## config.mk

```make
export PLATFORM = sky130hd
export DESIGN_NAME = div_low
export DESIGN_NICKNAME = d
export VERILOG_FILES = /design/src/rtl/div_pkg.sv /design/src/rtl/div_step.sv /design/src/rtl/div_low.sv
export SDC_FILE = /design/constraint.sdc
export NUM_CORES = 1
export LEC_CHECK = 0
export BUFFER_PORTS_ARGS = -buffer_cell sky130_fd_sc_hd__buf_4
export CORE_UTILIZATION = 30
export DETAILED_ROUTE_END_ITERATION = 6
export PLACE_DENSITY = 0.54
export SETUP_SLACK_MARGIN = 0.1
export SLEW_MARGIN = 20
export SYNTH_ARGS = -nofsm -noshare
export SYNTH_HDL_FRONTEND = slang
export SYNTH_SLANG_ARGS = --single-unit
```

## constraint.sdc

```tcl
create_clock -name clk -period 3 [get_ports clk]
set_clock_uncertainty 0.15 [all_clocks]
set_input_delay 0.3 -clock clk [delete_from_list [all_inputs] [get_ports clk]]
set_output_delay 0.3 -clock clk [all_outputs]
set_load 0.05 [all_outputs]
```

## src/rtl/div_pkg.sv

```systemverilog
// div_pkg: shared FSM state encoding and default operand widths for the divider.
package div_pkg;
    typedef enum logic [1:0] {IDLE, CALC, DONE} state_t;
    localparam int N_DEF = 8;
    localparam int M_DEF = 4;
endpackage

```

## src/rtl/div_step.sv

```systemverilog
// div_step: one restoring-division iteration (shift in a dividend bit, compare, subtract).
module div_step
    import div_pkg::*;
#(
    parameter int M = M_DEF
) (
    input  logic [M:0]   i_rem,
    input  logic         i_bit,
    input  logic [M-1:0] i_divisor,
    output logic [M:0]   o_rem,
    output logic         o_q
);
    logic [M+1:0] w_sh;
    assign w_sh  = {i_rem, i_bit};
    assign o_q   = w_sh >= {2'b00, i_divisor};
    assign o_rem = o_q ? (M+1)'(w_sh - {2'b00, i_divisor}) : w_sh[M:0];
endmodule

```

## src/rtl/div_low.sv

```systemverilog
// div_low: sequential restoring divider, one quotient bit per clock.
// Defining DIV_ZERO_CHK_EN adds a divide-by-zero bypass that drives dz.
module div_low
    import div_pkg::*;
#(
    parameter int N = N_DEF,
    parameter int M = M_DEF
) (
    input  logic         clk,
    input  logic         rst,
    input  logic         data_rdy,
    input  logic [N-1:0] dividend,
    input  logic [M-1:0] divisor,
    output logic         res_rdy,
    output logic [N-1:0] quotient,
    output logic [M-1:0] remainder,
    output logic         dz
);
    localparam int CW = $clog2(N + 1);
    state_t         r_state, w_next;
    logic [N-1:0]   r_dvd, r_quot;
    logic [M-1:0]   r_dsr, r_rem_o;
    logic [M:0]     r_rem, w_rem;
    logic [CW-1:0]  r_cnt;
    logic           r_res_rdy, w_q, w_last, w_zero, w_accept;
    div_step #(.M(M)) u_step (
        .i_rem     (r_rem),
        .i_bit     (r_dvd[N-1]),
        .i_divisor (r_dsr),
        .o_rem     (w_rem),
        .o_q       (w_q)
    );
    assign w_last   = r_cnt == CW'(N - 1);
    assign w_accept = (r_state == IDLE) && data_rdy;
    always_comb begin
        w_next = r_state;
        case (r_state)
            IDLE:    if (data_rdy) w_next = w_zero ? DONE : CALC;
            CALC:    if (w_last) w_next = DONE;
            default: w_next = IDLE;
        endcase
    end
    always_ff @(posedge clk) begin
        r_state <= rst ? IDLE : w_next;
    end
    // The dividend register doubles as the quotient shift register.
    always_ff @(posedge clk) begin
        if (rst) begin
            r_dvd     <= '0;
            r_dsr     <= '0;
            r_rem     <= '0;
            r_cnt     <= '0;
            r_quot    <= '0;
            r_rem_o   <= '0;
            r_res_rdy <= 1'b0;
        end else begin
            r_res_rdy <= (w_next == DONE) && (r_state != DONE);
            if (w_accept) begin
                r_dvd <= dividend;
                r_dsr <= divisor;
                r_rem <= '0;
                r_cnt <= '0;
                if (w_zero) begin
                    r_quot  <= '1;
                    r_rem_o <= dividend[M-1:0];
                end
            end else if (r_state == CALC) begin
                r_dvd <= {r_dvd[N-2:0], w_q};
                r_rem <= w_rem;
                r_cnt <= r_cnt + 1'b1;
                if (w_last) begin
                    r_quot  <= {r_dvd[N-2:0], w_q};
                    r_rem_o <= w_rem[M-1:0];
                end
            end
        end
    end
`ifdef DIV_ZERO_CHK_EN
    logic r_dz;
    assign w_zero = divisor == '0;
    always_ff @(posedge clk) begin
        if (rst)
            r_dz <= 1'b0;
        else if (w_accept && w_zero)
            r_dz <= 1'b1;
        else if (r_state == CALC && w_last)
            r_dz <= 1'b0;
    end
    assign dz = r_dz;
`else
    assign w_zero = 1'b0;
    assign dz     = 1'b0;
`endif
    assign res_rdy   = r_res_rdy;
    assign quotient  = r_quot;
    assign remainder = r_rem_o;
endmodule
```

* Yosys cells after proc, flatten, opt, wreduce, memory -nomap -nowiden
Index checks and enable logic that the tools add are counted.
** Storage, ports and cells
- Bits in registers :: 36
- Input bits :: 15
- Logic and storage cells :: 28
** Cells by class
- Add/sub/neg operators :: 2
- $lt $le $gt $ge :: 1
- Equal/unequal tests :: 4
- Mux-type cells :: 6
- Bitwise operators :: 1
- Reduce and logical (&&, ||, !) cells :: 6
** Operator list (count)
- 2-to-1 mux 8 bit :: 2
- >= comparator 6 x 4 -> 1 bit :: 1
- 2-to-1 mux 5 bit :: 1
- subtractor 5 x 4 -> 5 bit :: 1
- adder 4 x 1 -> 4 bit, second input constant :: 1
- == test 4 x 3 -> 1 bit, second input constant :: 1
- 2-to-1 mux 2 bit :: 2
- one-hot mux 2 bit (2 select lines) :: 1
- AND reduction 3 bit :: 1
- == test 2 x 1 -> 1 bit, second input constant :: 1
- == test 2 bit, second input constant :: 1
- logical AND 1 bit :: 2
- zero test 2 bit :: 1
- inequality test 2 bit, second input constant :: 1
- nonzero test 2 bit :: 1
- OR reduction 2 bit :: 1
- inverter 1 bit :: 1

* Logic depth before layout (Yosys ltp)
Gate-level depths: netlist of the first run.
- Depth after elaboration :: 5
- Mapped depth :: 8

* Modules after synthesis
A second synthesis of the first run with hierarchy kept.
** Unflattened totals
- Cells, all modules :: 200
- Area, all modules :: 1762.9 µm²
** Modules (own cells, without submodules)
- div_low :: times used 1, cells an instance 171, area each 1529.0 µm², sequential area each 720.7 µm²
- div_step :: times used 1, cells an instance 29, area each 234.0 µm², sequential area each 0.0 µm²

* Least setup slack after synthesis of the first run
No wires, ideal clock.
- Kind :: flip-flop to flip-flop
- Start point :: reg r_dvd[7]
- End point :: reg r_rem_o[1], in the netlist remainder[1]
- Arrival :: 1.872 ns
- Required time :: 2.713 ns
- Setup slack :: 0.842 ns
- Stages on the path, launching flop included :: 9
- Period minus slack after synthesis :: 2.158 ns
- Cells stage by stage :: dfxtp_1 inv_1 ha_1 inv_1 fa_1 a21o_1 a211oi_4 mux2i_1 a211oi_2
** On the way
- Word-level cells in the longest chain between the ends :: 2
- Elaborated cells between the ends (all ways) :: 3
** Ends and longest elaborated chain
- start, declared :: RTL line div_low.sv:21 : logic [N-1:0] r_dvd, r_quot;
- start signal, assigned :: RTL line div_low.sv:59 : r_dvd <= dividend;
- start signal, assigned :: RTL line div_low.sv:68 : r_dvd <= {r_dvd[N-2:0], w_q};
- subtractor 5 x 4 -> 5 bit or >= comparator 6 x 4 -> 1 bit (tied branches) :: RTL line div_step.sv:16, div_step.sv:15
- 2-to-1 mux 5 bit (*) :: RTL line div_step.sv:16 : assign o_rem = o_q ? (M+1)'(w_sh - {2'b00, i_divisor}) : w_sh[M:0];
- end signal, assigned :: RTL line div_low.sv:65 : r_rem_o <= dividend[M-1:0];
- end signal, assigned :: RTL line div_low.sv:73 : r_rem_o <= w_rem[M-1:0];
- end, declared :: RTL line div_low.sv:22 : logic [M-1:0] r_dsr, r_rem_o;
Every way passes the cells marked *; elsewhere a longest branch is shown, timed or not.
A chain may end at the register's enable or synchronous reset.

* Final worst setup path of the first run
Ends and elaborated chain as after synthesis.

==> results of run 1 <==
## power groups by stage
| stage | combinational [mW] | sequential (mW) | clock [mW] |
|---|---|---|---|
| after detailed placement | 0.178 | 0.520 | 0 |
| after global placement | 0.181 | 0.520 | 0 |
| after CTS | 0.179 | 0.509 | 0.374 |
| after global routing | 0.201 | 0.512 | 0.394 |
| after floorplan | 0.136 | 0.516 | 0 |
| final | 0.179 | 0.509 | 0.369 |
## metal layers
metal | vias up | GRT usage [%] | share of wire (%)
met5 | - | 0 | 0
met4 | 0 | 5.03 | 1.2
met3 | 5 | 4.07 | 4.7
met2 | 33 | 18.0 | 42
met1 | 597 | 19.7 | 52
li1 | 676 | - | -
## final cells by class
cell class / count / area [µm²] / area share [%]
Clock inverter: 1 / 7.51 / 0.387
Tap cell: 67 / 83.8 / 4.32
Timing Repair Buffer: 31 / 233 / 12.0
Sequential cell: 36 / 721 / 37.1
Clock buffer: 7 / 86.3 / 4.45
Multi-Input combinational cell: 129 / 785 / 40.4
Inverter: 7 / 26.3 / 1.35
## worst paths after layout
kind / startpoint / to / slack [ns]
worst min register to register: quotient[2]$_SDFFE_PP0P_ / quotient[2]$_SDFFE_PP0P_ / 0.31
worst min-delay path: divisor[3] / r_dsr[3]$_SDFFE_PP0P_ / 0.09
worst max register to register: r_dvd[7]$_SDFFE_PP0P_ / remainder[1]$_SDFFE_PP0P_ / 0.68
worst max-delay path: r_dvd[7]$_SDFFE_PP0P_ / remainder[1]$_SDFFE_PP0P_ / 0.68
## registers in the layout, indices dropped and copies added, names as in the netlist
name	flops
res_rdy	1
r_dsr	4
r_state	2
r_rem	5
r_dvd	8
r_cnt	4
quotient	8
remainder	4
## cells in the final DEF, fill, tap and decap left out, types with 2 or more instances in the layout
cell type	n
sky130_fd_sc_hd__a2111o_1	2
sky130_fd_sc_hd__a21oi_1	29
sky130_fd_sc_hd__a22oi_1	7
sky130_fd_sc_hd__buf_4	31
sky130_fd_sc_hd__clkbuf_8	6
sky130_fd_sc_hd__dfxtp_1	36
sky130_fd_sc_hd__ha_1	5
sky130_fd_sc_hd__inv_1	7
sky130_fd_sc_hd__mux2i_1	2
sky130_fd_sc_hd__nand2_1	30
sky130_fd_sc_hd__nand3b_1	2
sky130_fd_sc_hd__nor2_1	20
sky130_fd_sc_hd__o211ai_1	4
sky130_fd_sc_hd__o21ai_0	3
sky130_fd_sc_hd__or2_2	2
sky130_fd_sc_hd__xnor2_1	2
sky130_fd_sc_hd__xor2_1	3
## kinds of logic after synthesis
group | share of synthesized area, %
flops | 45.8
other cells | 0.238
fa+ha+maj | 5.25
buf+inv | 4.61
compound gates | 22.4
simple gates | 17.7
mux | 1.27
xor+xnor | 2.78
## critical path, delay by kind of cell, from the launching register on
| family | cells | cell delay [ns] |
|---|---|---|
| buf+inv | 2 | 0.10 |
| mux | 1 | 0.32 |
| flops | 1 | 0.33 |
| fa+ha+maj | 2 | 0.53 |
| compound gates | 3 | 0.77 |
==> metrics.md, run 1 <==
| Metric | Value |
|---|---|
| Outcome | `completed` |
| Total leakage power | `0.751 nW` |
| Worst-case headroom to the max-slew limit | `58.7%` |
| Area of the mapped netlist | `0.00157 mm²` |
| Width of the die | `74.4 µm` |
| Crit path DAT | `2.34 ns` |
| Post-synthesis sequential area ratio | `45.8%` |
| Antenna viol nets, final | `0` |
| Synthesized Nets | `204` |
| Library cell with the highest instance count after synthesis | `sky130_fd_sc_hd__dfxtp_1` |
| Global router's overall resource usage | `13.4%` |
| Cell types occupying the most area after synthesis | `sky130_fd_sc_hd__dfxtp_1 46%, sky130_fd_sc_hd__a21oi_1 9.2%, sky130_fd_sc_hd__nand2_1 7.2%, sky130_fd_sc_hd__nor2_1 4.8%, sky130_fd_sc_hd__ha_1 4.0%` |
| Die Ht | `74.4 µm` |
| Clock network power share | `34.9%` |
| Setup repair after global routing missed its margin | `no` |
| Total core area | `0.00488 mm²` |
| Drt first-iter violations | `74` |
| Final count of hold timing violations | `0` |
| DRT Pass-1 Iters | `4` |
| Final Cell Area | `0.00194 mm²` |
| Count of flip-flops with a built-in enable after synthesis | `0` |
| Slowest stage cell, crit path | `sky130_fd_sc_hd__a211oi_4` |
| Worst ir drop on vdd | `0.271 mV` |
| Cells along the critical path | `inv_1, ha_1, inv_1, fa_1, a21o_1, a211oi_4, mux2i_1, a211oi_2` |
| Cell type with the highest aggregate area in the netlist | `sky130_fd_sc_hd__dfxtp_1` |
| Row count | `25` |
| Number of CTS-inserted buffers | `5` |
| Seq cells post-synth | `36` |
| Antenna cells | `0` |
| Synthesized area per cell | `8.59 µm²` |
| Worst hold slack after final layout | `0.0852 ns` |
| Fraction of registers with async set or reset after synthesis | `0%` |
| Switching share of total power | `28.0%` |
| Drt drc | `0` |
| Worst slack at placement | `0.678 ns` |
| Setup violations, final | `0` |
| Final worst slack | `0.681 ns` |
| P&R area growth vs syn | `23.5%` |
| Vias per std cell | `4.72` |
| I/O pin cnt | `29` |
| Number of global-route vias before repair | `1150` |
| Element type at the critical path start | `register` |
| Wire length of the first global-routing pass | `5460 µm` |
| H-tree depth | `2` |
| Number of antenna violations at the first check in global routing | `0` |
| Top_reg_cell synth | `sky130_fd_sc_hd__dfxtp_1` |
| Stage delay of the slowest cell on the critical path | `0.43 ns` |
| # hold bufs at CTS | `0` |
| Worst reg2reg path depth | `8` |
| Clock Root Buffer | `sky130_fd_sc_hd__clkbuf_8` |
| Critical path class | `register to register` |
| Total wirelength of the detailed-routed design | `3410 µm` |
| Dpl cell area | `0.00185 mm²` |
| Critical path peak fanout | `9` |
| Post-layout power | `1.06 mW` |
| Total of max-cap violations | `0` |
| Aggregate global routing overflow | `0` |
| Post-CTS resize count | `0` |
| Final standard cell count with taps included and fillers excluded | `278` |
| HPWL after detailed placement | `2430 µm` |
| CTS tree | `built` |
| Relative contribution of sequential cells to total power | `48.1%` |
| Post-layout utilization of the core | `39.8%` |
| CP Data Required Time | `3.02 ns` |
| # fillers | `537` |
| Die area | `0.00554 mm²` |
| Top cells by instance count after synthesis | `36 x sky130_fd_sc_hd__dfxtp_1, 30 x sky130_fd_sc_hd__nand2_1, 29 x sky130_fd_sc_hd__a21oi_1` |
| Number of buffer cells added on primary ports | `27` |
| Buffer levels on the longest clock path | `2` |
| Routability Congestion | `0.736` |
| Final cycle utilization of the critical path | `77.3%` |
| Source-to-sink clock delay at the later pin of the worst-skew pair | `0.29 ns` |
| Share of cells above drive strength 1 | `22.3%` |
| Hold-critical path depth | `3` |
| Largest net degree at the start of global routing | `30` |
| Number of pins exceeding their max-slew limit in the final report | `0` |
| Maximum clock frequency | `0.431 GHz` |
| Proportion of netlist area held by the largest area contributor | `45.8%` |
| Number of different library cells in the post-synthesis netlist | `37` |
| Part of the total power dissipated in combinational logic | `16.9%` |
| Transition time of the tightest slew-check pin | `0.617 ns` |
| Clock-pin slew reported for the worst setup and hold paths after clock tree synthesis | `0.07 ns` |
| Time the worst path needs with I/O delays and setup | `2.32 ns` |
| Nets | `231` |
| Number of post-CTS setup repair buffers | `0` |
| Count of vias placed by the detailed router | `1311` |
| Starting density of the core | `32.2%` |
| Sinks on Clock Net | `36` |
| Worst min path class | `input pin to register` |
| Crit-path most repeated cell | `sky130_fd_sc_hd__inv_1` |
| Int Pwr | `760 µW` |
| Pwr per Cell Area | `544 mW/mm²` |
| Count of synthesis-stage warnings from yosys | `0` |
| Critical path capture point type | `register` |
| Synth Instances | `183` |
| Summed negative setup slack over all endpoints | `0 ns` |
| Average wire per cell in the routed design | `12.3 µm` |
| Net Switching | `296 µW` |
| Inst Count DP | `270` |
No activity file was read; power rests on OpenSTA's default activity.
==> inputs of run 2 (changes only) <==
--- a/config.mk
+++ b/config.mk
@@ -8,7 +8,7 @@
 export BUFFER_PORTS_ARGS = -buffer_cell sky130_fd_sc_hd__buf_4
 export CORE_UTILIZATION = 30
 export DETAILED_ROUTE_END_ITERATION = 6
-export PLACE_DENSITY = 0.54
+export PLACE_DENSITY = 0.56
 export SETUP_SLACK_MARGIN = 0.1
 export SLEW_MARGIN = 20
 export SYNTH_ARGS = -nofsm -noshare
==> constraint.sdc (replaced) <==
create_clock -name clk -period 2.1 [get_ports clk]
set_clock_uncertainty 0.15 [all_clocks]
set_input_delay 0.21 -clock clk [delete_from_list [all_inputs] [get_ports clk]]
set_output_delay 0.21 -clock clk [all_outputs]
set_load 0.05 [all_outputs]
==> run 2 against run 1 <==
Sequential power increased by 43%. Core utilization increased by 1.8 points. Fmax increased by 10%. Sequential share of layout area decreased by 1.5 points. Non-clock buffer count increased by 7. Count of clock-buffer cells in the layout decreased by 2. First-iteration DRC count increased by 24%. Die area unchanged. Final cell count increased by 2.5%. Sequential cell count unchanged. Global-route usage increased by 1.2 points. Critical endpoint unchanged. Highest routed layer unchanged.
==> metrics.md, run 2 (synthesis gave the netlist of run 1 again) <==
| Metric | Value |
|---|---|
| Outcome | `completed` |
| Pwr per Cell Area | `747 mW/mm² (+37%)` |
| Vias per std cell | `4.66 (-1.3%)` |
| Width of the die | `74.4 µm (unchanged)` |
| Final count of hold timing violations | `0 (unchanged)` |
| Hold_sp | `divisor[0]` |
| Routability Congestion | `0.770 (+4.6%)` |
| Count of vias placed by the detailed router | `1327 (+1.2%)` |
| Total of max-cap violations | `0 (unchanged)` |
| Post-layout utilization of the core | `41.6% (+1.8 points)` |
| Antenna cells | `0 (unchanged)` |
| Drt drc | `0 (unchanged)` |
| Post-layout power | `1.52 mW (+44%)` |
| Gr busiest metal | `met2` |
| Clock Root Buffer | `sky130_fd_sc_hd__clkbuf_8` |
| Die Ht | `74.4 µm (unchanged)` |
| Starting density of the core | `32.2% (unchanged)` |
| Number of global-route vias before repair | `1260 (+9.6%)` |
| Multi-input gate area | `817 µm² (+4.1%)` |
| # fillers | `510 (-5.0%)` |
| Time the worst path needs with I/O delays and setup | `2.10 ns (-0.219 ns)` |
| Most common library cell in the layout ignoring fill and taps | `sky130_fd_sc_hd__buf_4` |
| Worst ir drop on vdd | `0.433 mV (+60%)` |
| Clock-pin slew reported for the worst setup and hold paths after clock tree synthesis | `0.07 ns (about the same)` |
| Critical path capture point type | `register` |
| Element type at the critical path start | `register` |
| I/O pin cnt | `29 (unchanged)` |
| Transition time of the tightest slew-check pin | `0.529 ns (-0.0880 ns)` |
| Buffer levels on the longest clock path | `2 (unchanged)` |
| Crit path DAT | `2.12 ns (-0.22 ns)` |
| Largest net degree at the start of global routing | `30 (unchanged)` |
| DRT Pass-1 Iters | `4 (unchanged)` |
| Average wire per cell in the routed design | `12.4 µm (+1.2%)` |
| Sinks on Clock Net | `36 (unchanged)` |
| Highest-count cells in the layout ignoring fill and taps | `35 x sky130_fd_sc_hd__buf_4, 34 x sky130_fd_sc_hd__dfxtp_1, 30 x sky130_fd_sc_hd__nand2_1, 28 x sky130_fd_sc_hd__a21oi_1, 20 x sky130_fd_sc_hd__nor2_1` |
| Worst-case headroom to the max-slew limit | `64.6% (+5.9 points)` |
| Number of antenna violations at the first check in global routing | `0 (unchanged)` |
| HPWL after detailed placement | `2340 µm (-3.8%)` |
| CP Data Required Time | `2.12 ns (-0.90 ns)` |
| Worst min path class | `input pin to register` |
| Number of buffer cells added on primary ports | `27 (unchanged)` |
| Drt first-iter violations | `92 (+24%)` |
| Share of cells above drive strength 1 | `28.4% (+6.2 points)` |
| R2R Path Start | `r_dvd[7]$_SDFFE_PP0P_` |
| Met2 Track Usage GR | `21.5% (+3.5 points)` |
| Wire length of the first global-routing pass | `5910 µm (+8.4%)` |
| Row count | `25 (unchanged)` |
| P&R area growth vs syn | `29.1%` |
| Source-to-sink clock delay at the later pin of the worst-skew pair | `0.30 ns (about the same)` |
| Total core area | `0.00488 mm² (unchanged)` |
| Number of CTS-inserted buffers | `5 (unchanged)` |
| Launching instance or port of the critical path | `r_dvd[7]$_SDFFE_PP0P_` |
| Aggregate global routing overflow | `0 (unchanged)` |
| Setup violations, final | `0 (unchanged)` |
| Total wirelength of the detailed-routed design | `3540 µm (+3.7%)` |
| Setup repair after global routing missed its margin | `yes` |
| Total leakage power | `0.784 nW (+4.4%)` |
| Summed negative setup slack over all endpoints | `0 ns (unchanged)` |
| Antenna viol nets, final | `0 (unchanged)` |
| Nets | `238 (+3.0%)` |
| Met1 track demand over resource | `19.2% (-0.47 points)` |
| Number of pins exceeding their max-slew limit in the final report | `0 (unchanged)` |
| Global router's overall resource usage | `14.6% (+1.2 points)` |
| Critical path class | `register to register` |
| Die area | `0.00554 mm² (unchanged)` |
| Final cycle utilization of the critical path | `100% (+23 points)` |
| Flip-flop and latch area | `723 µm² (+0.35%)` |
| CTS tree | `built` |
| Critical path peak fanout | `4 (-5)` |
| Met3 Usage GRT | `5.42% (+1.4 points)` |
| H-tree depth | `2 (unchanged)` |
| Maximum clock frequency | `0.476 GHz (+10%)` |
## run 2: metal layers
metal	up-vias	part of all wire (%)
met5	-	0
met4	0	1.4
met3	6	5.0
met2	26	43
met1	603	51
li1	692	-
## run 2: what timing repair did
action / CTS / global route
endpoints found under the setup margin: 8 / 10
hold buffers: 3 / 0
pin swaps: 1 / 4
gates cloned: 0 / 0
buffers inserted: 2 / 1
endpoints found under the hold margin: 3 / 0
gates resized for setup: 1 / 3
## run 2: layout make-up
cell class / instances / area share (%)
repair buffers: 38 / 14.4
inverters: 7 / 1.29
flip-flops and latches: 36 / 35.6
clock buffers: 5 / 3.39
multi-input cells: 129 / 40.2
clock inverters: 3 / 0.924
well taps: 67 / 4.13
## run 2: per-stage QoR
step	hold slack, ns	cells	area (µm²)	setup WS [ns]
5_1_grt	0.0167	285	2030	-0.0933
3_3_place_gp	0.287	271	1870	0.0498
3_5_place_dp	0.291	271	1870	0.0140
2_1_floorplan	0.199	183	1590	0.0327
6_report	0.00703	285	2030	0.000372
4_1_cts	0.00275	284	2010	0.0153
## run 2: worst max-delay path: stages, from the launching register on
cell                       delay, ns
sky130_fd_sc_hd__dfxtp_2        0.33
sky130_fd_sc_hd__inv_2          0.05
sky130_fd_sc_hd__ha_4           0.12
sky130_fd_sc_hd__inv_2          0.03
sky130_fd_sc_hd__fa_2           0.34
sky130_fd_sc_hd__a21o_4         0.23
sky130_fd_sc_hd__a211oi_4       0.32
sky130_fd_sc_hd__mux2i_2        0.32
sky130_fd_sc_hd__a211oi_2       0.09
## run 2: final timing paths
check                                                 end  slack, ns  cells past startpoint
worst max register to register  remainder[1]$_SDFFE_PP0P_     0.0004                      8
worst min-delay path                r_dsr[0]$_SDFFE_PP0P_      0.007                      3
worst min register to register   quotient[4]$_SDFFE_PP0P_       0.31                      2
worst max-delay path            remainder[1]$_SDFFE_PP0P_     0.0004                      8
## run 2: where the power goes
group	total (mW)	switching, mW	internal (mW)
Combinational	0.294	0.155	0.139
Clock	0.495	0.264	0.231
Sequential	0.728	0.0196	0.709
